==> config.mk <==
export PLATFORM = sky130hd
export DESIGN_NAME = shared_adder_sched
export DESIGN_NICKNAME = d
export VERILOG_FILES = /design/src/rtl/shared_adder_pkg.sv /design/src/rtl/shared_adder_sched_rr_arbiter.sv /design/src/rtl/shared_adder_sched.sv
export SDC_FILE = /design/constraint.sdc
export NUM_CORES = 1
export LEC_CHECK = 0
export ABC_CLOCK_PERIOD_IN_PS = 7950
export CAP_MARGIN = 20
export CORE_MARGIN = 5
export CORE_UTILIZATION = 48
export DETAILED_ROUTE_END_ITERATION = 8
export PLACE_DENSITY = 0.87
export SLEW_MARGIN = 20
export SYNTH_ARGS = -nofsm -noshare
export SYNTH_HDL_FRONTEND = slang
export SYNTH_HIERARCHICAL = 1
export SYNTH_SLANG_ARGS = --single-unit
==> constraint.sdc <==
create_clock -name clk -period 7.95 [get_ports clk]
set_clock_uncertainty 0.2 [all_clocks]
set_input_delay 1.59 -clock clk [delete_from_list [all_inputs] [get_ports clk]]
set_output_delay 1.59 -clock clk [all_outputs]
set_load 0.005 [all_outputs]
==> src/rtl/shared_adder_pkg.sv <==
// shared_adder_pkg: default sizes, stage state encoding and tag decode helper
// shared by the shared adder scheduler and its arbiter.
package shared_adder_pkg;

    localparam int DEF_NREQ  = 4;
    localparam int DEF_WIDTH = 8;
    localparam int DEF_PIPE  = 2;
    localparam int MAX_NREQ  = 8;
    localparam int MAX_TAGW  = 3;

    typedef enum logic {
        ST_EMPTY = 1'b0,
        ST_FULL  = 1'b1
    } stage_st_e;

    function automatic logic [MAX_NREQ-1:0] onehot_decode(
        input logic [MAX_TAGW-1:0] idx
    );
        logic [MAX_NREQ-1:0] v;
        v = '0;
        v[idx] = 1'b1;
        return v;
    endfunction

endpackage

==> src/rtl/shared_adder_sched_rr_arbiter.sv <==
// rr_arbiter: combinational round-robin grant; first requester at or
// after ptr (searching upward with wrap) wins.
module rr_arbiter
    import shared_adder_pkg::*;
#(
    parameter int NREQ = DEF_NREQ,
    localparam int IDXW = $clog2(NREQ)
) (
    input  logic [NREQ-1:0] req,
    input  logic [IDXW-1:0] ptr,
    input  logic            en,
    output logic [NREQ-1:0] gnt,
    output logic [IDXW-1:0] idx
);

    logic [IDXW:0] w_pos;

    // Scan from farthest to nearest so the nearest hit is the last write.
    always_comb begin
        gnt   = '0;
        idx   = '0;
        w_pos = '0;
        for (int k = NREQ - 1; k >= 0; k--) begin
            w_pos = {1'b0, ptr} + (IDXW+1)'(k);
            if (w_pos >= (IDXW+1)'(NREQ)) begin
                w_pos = w_pos - (IDXW+1)'(NREQ);
            end
            if (en && req[w_pos[IDXW-1:0]]) begin
                gnt = NREQ'(onehot_decode(MAX_TAGW'(w_pos[IDXW-1:0])));
                idx = w_pos[IDXW-1:0];
            end
        end
    end

endmodule

==> src/rtl/shared_adder_sched.sv <==
// shared_adder_sched: round-robin sequencer for one pipelined shared adder.
// Optional saturation per requester when SHARED_ADDER_SAT_EN is defined.
module shared_adder_sched
    import shared_adder_pkg::*;
#(
    parameter int NREQ  = DEF_NREQ,
    parameter int WIDTH = DEF_WIDTH,
    parameter int PIPE  = DEF_PIPE
) (
    input  logic                  clk,
    input  logic                  rst,
    input  logic                  en,
`ifdef SHARED_ADDER_SAT_EN
    input  logic [NREQ-1:0]       sat_mode,
`endif
    input  logic [NREQ-1:0]       req_valid,
    input  logic [NREQ*WIDTH-1:0] req_a,
    input  logic [NREQ*WIDTH-1:0] req_b,
    output logic [NREQ-1:0]       req_ready,
    output logic [NREQ-1:0]       rsp_valid,
    output logic [WIDTH-1:0]      rsp_sum,
    output logic                  rsp_carry,
    output logic                  busy
);

    localparam int TAGW = $clog2(NREQ);

    typedef struct packed {
        logic            vld;
        logic [TAGW-1:0] tag;
        logic [WIDTH:0]  acc;
    } stage_t;

    logic [TAGW-1:0]  r_ptr;
    logic [TAGW-1:0]  w_idx;
    logic             w_xfer;
    logic [WIDTH-1:0] w_a;
    logic [WIDTH-1:0] w_b;
    logic [WIDTH:0]   w_sum;
    logic [WIDTH:0]   w_acc;

    stage_st_e        r_st  [PIPE];
    stage_st_e        w_nst [PIPE];
    logic [TAGW-1:0]  r_tag [PIPE];
    logic [WIDTH:0]   r_acc [PIPE];
    logic [TAGW-1:0]  w_tin [PIPE];
    logic [WIDTH:0]   w_ain [PIPE];
    logic [PIPE-1:0]  w_in_vld;
    stage_t           w_last;

    rr_arbiter #(
        .NREQ (NREQ)
    ) u_arb (
        .req (req_valid),
        .ptr (r_ptr),
        .en  (en && !rst),
        .gnt (req_ready),
        .idx (w_idx)
    );

    assign w_xfer = |(req_valid & req_ready);
    assign w_a    = req_a[w_idx*WIDTH +: WIDTH];
    assign w_b    = req_b[w_idx*WIDTH +: WIDTH];
    assign w_sum  = {1'b0, w_a} + {1'b0, w_b};

    // Saturation is resolved at entry; the true carry always travels along.
`ifdef SHARED_ADDER_SAT_EN
    assign w_acc = (sat_mode[w_idx] && w_sum[WIDTH])
                 ? {1'b1, {WIDTH{1'b1}}} : w_sum;
`else
    assign w_acc = w_sum;
`endif

    always_ff @(posedge clk or posedge rst) begin
        if (rst) begin
            r_ptr <= '0;
        end else if (w_xfer) begin
            r_ptr <= (w_idx == TAGW'(NREQ - 1)) ? '0 : w_idx + 1'b1;
        end
    end

    always_comb begin
        w_in_vld    = '0;
        w_in_vld[0] = w_xfer;
        w_tin[0]    = w_idx;
        w_ain[0]    = w_acc;
        for (int i = 1; i < PIPE; i++) begin
            w_in_vld[i] = (r_st[i-1] == ST_FULL);
            w_tin[i]    = r_tag[i-1];
            w_ain[i]    = r_acc[i-1];
        end
        for (int i = 0; i < PIPE; i++) begin
            w_nst[i] = r_st[i];
            unique case (r_st[i])
                ST_EMPTY: w_nst[i] = w_in_vld[i] ? ST_FULL : ST_EMPTY;
                ST_FULL:  w_nst[i] = w_in_vld[i] ? ST_FULL : ST_EMPTY;
                default:  w_nst[i] = ST_EMPTY;
            endcase
        end
    end

    // Payload only loads with a valid op so the last result holds when idle.
    always_ff @(posedge clk or posedge rst) begin
        if (rst) begin
            for (int i = 0; i < PIPE; i++) begin
                r_st[i]  <= ST_EMPTY;
                r_tag[i] <= '0;
                r_acc[i] <= '0;
            end
        end else begin
            for (int i = 0; i < PIPE; i++) begin
                r_st[i] <= w_nst[i];
                if (w_in_vld[i]) begin
                    r_tag[i] <= w_tin[i];
                    r_acc[i] <= w_ain[i];
                end
            end
        end
    end

    always_comb begin
        w_last.vld = (r_st[PIPE-1] == ST_FULL);
        w_last.tag = r_tag[PIPE-1];
        w_last.acc = r_acc[PIPE-1];
        rsp_valid  = w_last.vld
                   ? NREQ'(onehot_decode(MAX_TAGW'(w_last.tag))) : '0;
        rsp_sum    = w_last.acc[WIDTH-1:0];
        rsp_carry  = w_last.acc[WIDTH];
        busy       = 1'b0;
        for (int i = 0; i < PIPE; i++) begin
            busy = busy | (r_st[i] == ST_FULL);
        end
    end

endmodule

# Word-level counts from Yosys, hierarchy flattened
# Cells that the tools add are included.
totals:
  regBits: 26
  latchBits: 0
  ram_bits: 0
  mem_bits_ro: 0
  input_bits: 71
  out_inout_bits: 18
  elab_cells: 85
  memories: 0
op_classes:
  add_sub_neg: 9
  n_mul: 0
  div_mod_pow: 0
  magnitude_cmp: 18
  n_eq_ne: 1
  n_shift: 2
  n_mux: 34
  bitwise: 2
  reduce_logical: 12
ops:
  columns: ["cell", "count"]
  rows:
  - ["32-bit by 6-bit indexed part select with 8-bit output", 2]
  - ["2-bit by 4-bit < comparator with 1-bit output, second input constant", 5]
  - ["4-bit 2-to-1 mux", 5]
  - ["2-bit 2-to-1 mux", 9]
  - ["2-bit by 3-bit < comparator with 1-bit output, second input constant", 4]
  - ["1-bit 2-to-1 mux", 11]
  - ["1-bit demux with 2-bit select", 5]
  - ["2-bit by 1-bit >= comparator with 1-bit output, second input constant", 5]
  - ["1-bit logical AND", 10]
  - ["8-bit by 8-bit adder with 9-bit output", 1]
  - ["3-bit >= comparator, second input constant", 3]
  - ["1-bit binary-select mux with 2-bit select", 4]
  - ["2-bit by 1-bit subtractor with 2-bit output, second input constant", 4]
  - ["2-bit by 2-bit adder with 3-bit output, second input constant", 2]
  - ["4-bit AND", 1]
  - ["4-bit OR reduction", 1]
  - ["2-bit by 1-bit adder with 3-bit output, second input constant", 1]
  - ["2-bit by 3-bit >= comparator with 1-bit output, second input constant", 1]
  - ["2-bit by 1-bit adder with 2-bit output, second input constant", 1]
  - ["2-bit == test, second input constant", 1]
  - ["1-bit zero test", 1]
  - ["1-bit bitwise OR", 1]

# Longest topological paths before layout
logic_depth:
  ltp_word: 14
  mapped_depth: 15
  mapped_depth_nobuf: 13

# Cells and area by module
# Netlist, hierarchy kept.
by_module_without_submodules:
  columns: ["mod", "n_inst", "cells_each", "area_each_um2", "seq_area_each_um2"]
  rows:
  - ["shared_adder_sched", 1, 155, 1819.2, 650.6]
  - ["rr_arbiter", 1, 53, 449.2, 0.0]

# Least setup slack after synthesis
# No wires, ideal clock.
synth_path:
  kind: "input to register"
  from: "input port req_valid[1]"
  to: "register r_acc[17] in the netlist's numbering"
  setup_ns: 0.129
  t_arrival_ns: 4.698
  t_required_ns: 7.621
  path_slack_ns: 2.923
  path_stages: 12
  n_path_buf: 2
  cell_sequence: "mux4_2 -> and3b_2 -> a21oi_2 -> mux2_4 -> buf_4 -> buf_6 -> mux4_2 -> fa_1 -> a21oi_1 -> o21a_1 -> a21oi_1 -> o41a_1"
synth_between:
  elab_chain_len: 9
  word_cells_on_any_way: 25
  cone_classes: "add/sub: 1; shift: 2; mux: 16; bitwise: 1; reduce/logical: 5"
synth_rtl:
  columns: ["item", "line_no", "source"]
  rows:
  - ["start: declaration", "shared_adder_sched.sv:16", "input logic [NREQ-1:0] req_valid,"]
  - ["1-bit binary-select mux with 2-bit select", "shared_adder_sched_rr_arbiter.sv:28", "if (en && req[w_pos[IDXW-1:0]]) begin"]
  - ["1-bit 2-to-1 mux (not written as such)", "shared_adder_sched_rr_arbiter.sv:28", null]
  - ["1-bit logical AND", "shared_adder_sched_rr_arbiter.sv:28", null]
  - ["2-bit 2-to-1 mux (3 in series)", "shared_adder_sched_rr_arbiter.sv:28", null]
  - ["2-bit 2-to-1 mux (*)", "shared_adder_sched_rr_arbiter.sv:28", null]
  - ["named net w_idx[0]", "shared_adder_sched.sv:35", "logic [TAGW-1:0] w_idx;"]
  - ["32-bit by 6-bit indexed part select with 8-bit output (on tied branches)", "shared_adder_sched.sv:62, shared_adder_sched.sv:63", null]
  - ["8-bit by 8-bit adder with 9-bit output (*)", "shared_adder_sched.sv:64", "assign w_sum = {1'b0, w_a} + {1'b0, w_b};"]
  - ["end signal: indexed assignment", "shared_adder_sched.sv:115", "r_acc[i] <= w_ain[i];"]
  - ["end: declaration", "shared_adder_sched.sv:45", "logic [WIDTH:0] r_acc [PIPE];"]
# Mark *: on every way through the listed nets, which the timed path passes. The rest lies on a longest branch. The select of a mux whose other input is x is not followed.
# A chain may end at the register's enable or synchronous reset.

# Final worst setup path
layout_path:
  from: "input port req_valid[1]"
  to: "output port req_ready[1]"
layout_between:
  elab_chain_len: 7
  word_cells_on_any_way: 16
  cone_classes: "mux: 12; reduce/logical: 4"
layout_rtl:
  columns: ["item", "line_no", "source"]
  rows:
  - ["1-bit binary-select mux with 2-bit select", "shared_adder_sched_rr_arbiter.sv:28", null]
  - ["1-bit 2-to-1 mux (not written as such)", "shared_adder_sched_rr_arbiter.sv:28", null]
  - ["1-bit logical AND", "shared_adder_sched_rr_arbiter.sv:28", null]
  - ["4-bit 2-to-1 mux (3 in series)", "shared_adder_sched_rr_arbiter.sv:28", null]
  - ["4-bit 2-to-1 mux (*)", "shared_adder_sched_rr_arbiter.sv:28", null]
  - ["end: declaration", "shared_adder_sched.sv:19", "output logic [NREQ-1:0] req_ready,"]
# Mark *: on every way between the ends. The rest lies on a longest branch, timed or not. The select of a mux whose other input is x is not followed.

==> results.sh <==
export IMPL_place_gp_congestion=0.811
export IMPL_globalRouteMet3Util_pct=2.49
export IMPL_synthArstFlopShare_pct=100
export IMPL_cts_sinks=26
export IMPL_core_area_um2=4660
export IMPL_synth_edf_count=0
export IMPL_crit_chain="clkdlybuf4s50_1 -> mux4_2 -> nor2b_1 -> nand4_1 -> a41oi_1 -> clkdlybuf4s50_1"
export IMPL_via_per_inst=5.84
export IMPL_synth_most_common_cell="nand2_1"
export IMPL_cts_setup_buffers=0
export IMPL_insertion_delay_ns=0.27
export IMPL_place_port_buffers=88
export IMPL_yosysSeqAreaShare_pct=28.7
export IMPL_grt_pass1_vias=2075
export IMPL_drc=0
export IMPL_grtUsageMet1_pct=20.4
export IMPL_start_util_pct=48.7
export IMPL_die_h_um=78.7
export IMPL_tritoncts="built"
export IMPL_yosysTopAreaCellShare_pct=28.7
export IMPL_ys_top_cells_by_area="dfrtp_1 29%, mux4_2 18%, ha_1 8.8%"
export IMPL_busiest_layer="met2"
export IMPL_worst_pin_slew_ns=0.925
export IMPL_syn_avg_cell_area_um2=10.9
export IMPL_rsz0062_at_grt="false"
export IMPL_grt_met2_usage_pct=33.6
export IMPL_cts_hold_buf=0
export IMPL_path_max_fanout=9
export IMPL_yosysWarnings=6
export IMPL_netlist_area_um2=2270
export IMPL_grt_pass1_wl_um=8960
export IMPL_finalHoldViolCount=0
export IMPL_area_growth_pct=39.5
export IMPL_status="finished, final reports clean"
export IMPL_worstPathArrival_ns=4.06
export IMPL_cp_required_ns=6.16
export IMPL_synth_distinct_cells=55
export IMPL_h_tree_depth=1
export IMPL_synth_common_cells="29 x nand2_1, 26 x dfrtp_1, 18 x mux4_2"
export IMPL_die_width_um=78.7
export IMPL_final_antenna_net_count=0
export IMPL_hold_class="reg -> reg"
export IMPL_synthesis_nets=296
export IMPL_setup_viol=0
export IMPL_regArea_um2=651
export IMPL_synth_ff_type="dfrtp_1"
export IMPL_worstSetupPathType="in -> out"
export IMPL_drt_wl_total_um=5490
export IMPL_final_cells=337
export IMPL_antenna_found_initial=0
export IMPL_cts_root_buf="clkbuf_8"
export IMPL_cp_slowest_cell="clkdlybuf4s50_1"
export IMPL_num_rows=25
export IMPL_multiInputGateArea_um2=1470
export IMPL_route_vias_total=1969
export IMPL_io_pins=89
export IMPL_slew_headroom_pct=38.3
export IMPL_max_stage_delay_ns=0.58
export IMPL_wl_per_cell_um=16.3
export IMPL_finalCritPeriodShare_pct=73.6
export IMPL_setup_tns_ns=0
export IMPL_postCtsResizedCells=0
export IMPL_cp_top_family="buffers and inverters"
export IMPL_first_iter_violations=166
export IMPL_clk_pin_slew_ns=0.09
export IMPL_dp_hpwl_um=4590
export IMPL_fp_dieArea_um2=6200
export IMPL_place_detailed_instances=333
export IMPL_cap_viol_max_count=0
export IMPL_grt_start_max_net_pins=27
export IMPL_peakVddDrop_mv=0.125
export IMPL_nNetsFinal=372
export IMPL_grt_overflow=0
export IMPL_timing_fmax_mhz=171
export IMPL_crit_top_cell="clkdlybuf4s50_1"
export IMPL_cts_buffers=3
export IMPL_cp_end_kind="output port"
export IMPL_start_kind="primary input"
export IMPL_drv_slew=0
export IMPL_whs_ns=0.272
export IMPL_nFillCells=322
export IMPL_leakage_nw=1.29
export IMPL_synth_top_area_cell="dfrtp_1"
export IMPL_period_minus_slack_ns=5.85
export IMPL_ys_seq_elements=26
export IMPL_first_pass_iters=4
export IMPL_powerDensity_nw_per_um2=289
export IMPL_n_antenna_cell=0
export IMPL_worst_path_buf_inv=2
export IMPL_grt_usage_pct=17.6
export IMPL_syn_inst=208
export IMPL_clock_path_buffers=2
export IMPL_drive_gt1_share_pct=11.3
[worst register-to-register path, cell delays in order (launching register included)]
cell and delay [ns]:
dfrtp_1 0.74, inv_1 0.21, ha_1 0.47, mux4_2 0.33, and3b_2 0.30, a21oi_2 0.05
mux2_4 0.45, mux4_2 0.57, ha_1 0.26, fa_1 0.42, a21oi_1 0.25, o21a_1 0.19
a21oi_1 0.10, o41a_1 0.33
[power breakdown]
| part | switching, mW | leakage (nW) | internal (mW) | total [mW] |
|---|---|---|---|---|
| registers | 0.0584 | 0.321 | 0.194 | 0.252 |
| clock network | 0.0419 | 0.0357 | 0.0674 | 0.109 |
| logic | 0.256 | 0.937 | 0.298 | 0.553 |
[cell usage in the layout, fill, tap and decap left out, types with 4 or more instances in the layout]
master           count
mux4_2              18
ha_1                16
clkdlybuf4s50_1     88
nand2_1             29
o21ai_0              4
dfrtp_1             26
inv_1                7
mux2_1              11
nand4_1              4
nor2_1              12
a21oi_1              4
[worst paths after layout]
kind / slack (ns) / cells after the start / start / to
max: 2.10 / 6 / req_valid[1] / req_ready[1]
min: 0.27 / 2 / r_tag[2] / r_tag[2]
max reg2reg: 2.95 / 13 / r_ptr[0] / r_acc[17]
min reg2reg: 0.27 / 2 / r_tag[2] / r_tag[2]
max in group asynchronous: 5.32 / 2 / rst / r_tag[1]
min in group asynchronous: 1.67 / 2 / rst / r_acc[14]
[registers in the layout, indices dropped and copies added, names as in the netlist]
name       count
r_acc          9
rsp_sum        8
r_tag          4
r_ptr          2
r_st           2
rsp_carry      1
[layer usage]
layer | routed length (um) | up-vias
met4 | 85 | 0
met1 | 2130 | 933
met3 | 427 | 11
li1 | - | 939
met5 | 0 | -
met2 | 2850 | 86
[cells by family after synthesis]
group	count (synthesis)	synth area share, %
and+or+nand+nor	63	13.4
adders and majority gates	17	9.71
AOI/OAI and AO/OA	40	13.7
xor gates and xnor gates	2	0.772
DFF	26	28.7
buffers and inverters	25	6.73
muxes	35	27.0
[through the flow]
stage	setup slack (ns)	total power [mW]	area, um^2	util, %
6_report	2.10	0.915	3170	67.9
3_5_place_dp	2.02	0.808	3090	66.4
3_3_place_gp	2.19	0.784	3090	66.4
2_1_floorplan	2.92	0.656	2270	-
4_1_cts	2.13	0.918	3170	67.9
5_1_grt	1.95	0.988	3170	67.9
[area by class of cell]
type | count | area share (%)
clock inverters | 1 | 0.949
multi-input cells | 157 | 46.3
flip-flops and latches | 26 | 20.6
well taps | 54 | 2.13
repair buffers | 88 | 27.8
clock buffers | 3 | 1.30
inverters | 8 | 0.949
(Power assumes the default switching activity.)
